[src/rtl/sb_injector_pkg.sv]
// sb_injector_pkg: shared MinBD router types and constants (flit width, slot indices, slot record)
package sb_injector_pkg;

    localparam int FLIT_W = 11;

    localparam int SLOT_E = 0;
    localparam int SLOT_W = 1;
    localparam int SLOT_N = 2;
    localparam int SLOT_S = 3;
    localparam int NSLOT  = 4;

    typedef struct packed {
        logic [FLIT_W-1:0] ad;
        logic              v;
    } slot_t;

endpackage

[src/rtl/sb_inj_sel.sv]
// sb_inj_sel: first-empty priority picker, slot 0 (east) highest
//   v     in  4  slot valids, bit k = slot k
//   req   in  1  injection request
//   grant out 4  one-hot slot chosen for the injection flit, zero if none
//   ack   out 1  injection accepted
module sb_inj_sel
    import sb_injector_pkg::*;
(
    input  logic [NSLOT-1:0] v,
    input  logic             req,
    output logic [NSLOT-1:0] grant,
    output logic             ack
);
    // adding one to the valid vector carries through the low run of ones,
    // so masking with ~v isolates the lowest zero bit; all-full gives zero
    assign grant = req ? (~v & (v + NSLOT'(1))) : '0;
    assign ack   = req & ~&v;
endmodule

[src/rtl/sb_injector.sv]
// sb_injector: MinBD injection stage, drops the pending flit into the first empty link slot
//   clk, rst                        clock, synchronous active-high reset
//   eastad/westad/northad/southad   slot 0..3 input flits, with valids eastv..southv
//   crinject, crinjectv             flit offered for injection and its request
//   crinject_ack                    combinational, high when crinject is taken this cycle
//   ead/wad/nad/sad, ev/wv/nv/sv    registered slot 0..3 flits and valids
module sb_injector #(
    parameter int FLIT_W = sb_injector_pkg::FLIT_W
) (
    input  logic              clk,
    input  logic              rst,
    input  logic [FLIT_W-1:0] eastad,
    input  logic              eastv,
    input  logic [FLIT_W-1:0] westad,
    input  logic              westv,
    input  logic [FLIT_W-1:0] northad,
    input  logic              northv,
    input  logic [FLIT_W-1:0] southad,
    input  logic              southv,
    input  logic [FLIT_W-1:0] crinject,
    input  logic              crinjectv,
    output logic              crinject_ack,
    output logic [FLIT_W-1:0] ead,
    output logic [FLIT_W-1:0] wad,
    output logic [FLIT_W-1:0] nad,
    output logic [FLIT_W-1:0] sad,
    output logic              ev,
    output logic              wv,
    output logic              nv,
    output logic              sv
);
    localparam int NSLOT = sb_injector_pkg::NSLOT;

    logic [NSLOT-1:0]  vin;
    logic [FLIT_W-1:0] din   [NSLOT];
    logic [NSLOT-1:0]  grant;
    logic [NSLOT-1:0]  nxt_v;
    logic [FLIT_W-1:0] nxt_d [NSLOT];
    logic [NSLOT-1:0]  q_v;
    logic [FLIT_W-1:0] q_d   [NSLOT];

    assign vin = {southv, northv, westv, eastv};
    assign din[sb_injector_pkg::SLOT_E] = eastad;
    assign din[sb_injector_pkg::SLOT_W] = westad;
    assign din[sb_injector_pkg::SLOT_N] = northad;
    assign din[sb_injector_pkg::SLOT_S] = southad;

    // gating the request with rst keeps an injection from being acked and then lost in reset
    sb_inj_sel u_sel (
        .v     (vin),
        .req   (crinjectv & ~rst),
        .grant (grant),
        .ack   (crinject_ack)
    );

    always_comb begin
        for (int k = 0; k < NSLOT; k++) begin
            nxt_v[k] = vin[k] | grant[k];
            nxt_d[k] = grant[k] ? crinject : vin[k] ? din[k] : '0;
        end
    end

    always_ff @(posedge clk) begin
        for (int k = 0; k < NSLOT; k++) begin
            q_v[k] <= rst ? 1'b0 : nxt_v[k];
            q_d[k] <= rst ? '0 : nxt_d[k];
        end
    end

    assign ead = q_d[sb_injector_pkg::SLOT_E];
    assign wad = q_d[sb_injector_pkg::SLOT_W];
    assign nad = q_d[sb_injector_pkg::SLOT_N];
    assign sad = q_d[sb_injector_pkg::SLOT_S];
    assign ev  = q_v[sb_injector_pkg::SLOT_E];
    assign wv  = q_v[sb_injector_pkg::SLOT_W];
    assign nv  = q_v[sb_injector_pkg::SLOT_N];
    assign sv  = q_v[sb_injector_pkg::SLOT_S];
endmodule

[config.mk]
export PLATFORM = sky130hd
export DESIGN_NAME = sb_injector
export DESIGN_NICKNAME = d
export VERILOG_FILES = /design/src/rtl/sb_injector_pkg.sv /design/src/rtl/sb_inj_sel.sv /design/src/rtl/sb_injector.sv
export SDC_FILE = /design/constraint.sdc
export NUM_CORES = 1
export LEC_CHECK = 0
export BUFFER_PORTS_ARGS = -buffer_cell sky130_fd_sc_hd__buf_2
export CAP_MARGIN = 20
export CELL_PAD_IN_SITES_DETAIL_PLACEMENT = 1
export CELL_PAD_IN_SITES_GLOBAL_PLACEMENT = 1
export CORE_MARGIN = 2
export CORE_UTILIZATION = 34
export CTS_BUF_LIST = sky130_fd_sc_hd__clkbuf_8
export DETAILED_ROUTE_END_ITERATION = 6
export GPL_TIMING_DRIVEN = 0
export HOLD_SLACK_MARGIN = 0.06
export MAX_ROUTING_LAYER = met4
export PLACE_DENSITY_LB_ADDON = 0.1
export RECOVER_POWER = 50
export SLEW_MARGIN = 20
export SYNTH_ARGS = -nofsm -noshare
export SYNTH_HDL_FRONTEND = slang
export SYNTH_SLANG_ARGS = --single-unit
[constraint.sdc]
create_clock -name clk -period 1.9 [get_ports clk]
set_input_delay 0.475 -clock clk [delete_from_list [all_inputs] [get_ports clk]]
set_output_delay 0.475 -clock clk [all_outputs]
set_load 0.005 [all_outputs]
==> reports/qor.txt <==
Synth area leader -> dfxtp_1
Mean Syn Cell Area -> 11.2 um2
count of non-filler cells in the finished layout -> 342
critical path class -> primary input to primary output
DP Area -> 2380 um2
Tmin final -> 1.65 ns
die height -> 75.7 um
CP Data Arrival Time -> 1.18 ns
Slew headroom -> 68.2%
RSZ-0062 raised after global routing -> no
vias in the first global route -> 1542
Clock Sinks -> 48
CTS tree -> yes
Max clock buf depth -> 2
Max H-tree Level -> 2
vias -> 1653
Starting Density -> 34.6%
die area -> 5720 um2
fillers -> 622
Die X -> 75.7 um
nets -> 333
I/O pin count -> 111
DP HPWL -> 4110 um
Core Area -> 5040 um2
CTS buffer count -> 5
post-DR wirelength/cell -> 16.3 um
first-pass GRT wire length -> 7980 um
top-area cell type share of the netlist area -> 55.1%
outcome -> completed
Worst Tran Pin Value -> 0.478 ns
CP Data Required Time -> 1.42 ns
DRT Pass-1 Iters -> 4
Setup crit start kind -> primary input
Max-Cap Viols -> 0
Tcrit/Tclk final -> 87.1%
Max Slew Vio Count -> 0
drt initial violations -> 71
CP max FO -> 10
Clock Tree Root -> clkbuf_8
Final GP Congestion -> 0.744
Cells after Synth -> 156
sequential-to-total area share from yosys stat -> 55.1%
final WL -> 5590 um
Total GRT Usage -> 19.8%
largest net degree at the start of global routing -> 16
syn_nets -> 218
Port Buffer Count -> 109
initial antenna violation count -> 0
synthesis-to-layout area growth -> 39.4%
f_max -> 605 MHz
Final Cell Area -> 2430 um2
Clock transition at path regs -> 0.10 ns
Setup Buffers After CTS -> 0
crit end category -> primary output
Final Hold Fails -> 0
synthesized flop and latch total -> 48
PwrDens -> 819 nW/um2
leak pwr -> 1.17 nW
# setup viols final -> 0
Hold WC Path Type -> primary input to register
synth top area cells -> dfxtp_1 (55%), a32o_1 (6.3%), a22o_1 (5.5%)
Cell variety after synth -> 22
Site Rows -> 26
ratio of cells with drive above 1 in the final layout -> 45.6%
post-synthesis instance area -> 1750 um2
Synth warnings -> 0
total global routing overflow -> 0
Inst Count DP -> 335
Antenna Violating Nets Remaining -> 0
antenna cells -> 0
drt via density -> 4.83
detailed-route DRC error count -> 0
peak supply drop -> 427 uV
setup TNS -> 0 ns
==> where the power goes <==
| group | total, W | leakage [nW] | internal [W] | switching [W] |
|---|---|---|---|---|
| Sequential | 0.00107 | 0.396 | 0.00106 | 0.0000120 |
| Clock | 0.000652 | 0.0434 | 0.000295 | 0.000356 |
| Combinational | 0.000272 | 0.735 | 0.000137 | 0.000135 |
==> timing repair <==
action / CTS / global route
endpoints found under the setup margin: 0 / 1
hold buffers: 0 / 0
resized for setup: 0 / 0
==> state kept, by name, summed over array words and instances, names as in the netlist <==
register / flops
q_v: 4
q_d: 44
==> final timing paths <==
check  startpoint                   end  slack [ns]  cells past startpoint
max         eastv          crinject_ack        0.25                      5
min    southad[9]  q_d[3][9]$_SDFF_PP0_        0.37                      2
==> final cells by class <==
class / count / area [um2] / area share, %
sequential: 48 / 961 / 39.5
multi-input combinational: 93 / 653 / 26.8
timing repair buffer: 109 / 543 / 22.3
buffer: 14 / 91.3 / 3.75
tap: 70 / 87.6 / 3.60
clock buffer: 6 / 82.6 / 3.39
clock inverter: 2 / 15.0 / 0.617
==> cells in the mapped netlist (all sizes together) <==
cell     number
a31oi         1
clkbuf        1
nor2b         2
nand2        11
nand4         1
nand2b       11
dfxtp        48
a21oi        12
a32o         11
buf          14
o2bb2ai      11
nor2          5
a41oi         1
and2b         1
nor4bb        1
nand4b        1
and4b         1
a22o         11
nand3b       11
and3b         1
==> through the flow <==
step	setup WS (ns)	power [W]	hold WS (ns)	util, %
global route	0.178	0.00209	0.368	48.3
floorplan	0.488	0.00121	0.592	-
global placement	0.0654	0.00137	0.683	47.2
detailed placement	0.00572	0.00138	0.681	47.2
finish	0.246	0.00199	0.374	48.3
CTS	0.00440	0.00202	0.369	49.1
==> cells in the final DEF (no fill, tap or decap) <==
master      instances
buf_2             111
dfxtp_1            48
a21oi_1            12
nand2_1            11
nand3b_1           11
a22o_1             11
nand2b_1           11
o2bb2ai_1          11
a32o_1             11
clkbuf_1            7
clkbuf_8            6
nor2_1              5
buf_6               4
nor2b_1             2
clkinvlp_4          2
nand4_1             1
and3b_1             1
nor4bb_1            1
and2b_1             1
buf_4               1
nand4b_1            1
a31oi_1             1
and4b_1             1
a41oi_1             1
==> kinds of logic after synthesis <==
family / share of synthesized area [%]
DFF: 55.1
AOI/OAI and AO/OA: 21.6
and+or+nand+nor: 16.8
buffers and inverters: 6.52
==> per-layer routing <==
metal / routed length, um / up-vias / GRT usage [%]
li1: - / 799 / -
met1: 2430 / 785 / 27.2
met2: 2680 / 65 / 30.1
met3: 422 / 4 / 3.70
met4: 49 / 0 / 5.26
met5: 0 / - / -
==> worst max-delay path, cell delays in order <==
cell and delay (ns):
clkbuf_1 0.10, buf_2 0.20, nand4_1 0.10, and3b_1 0.18, buf_2 0.12
Note: power is estimated with default switching activity, not from simulation.
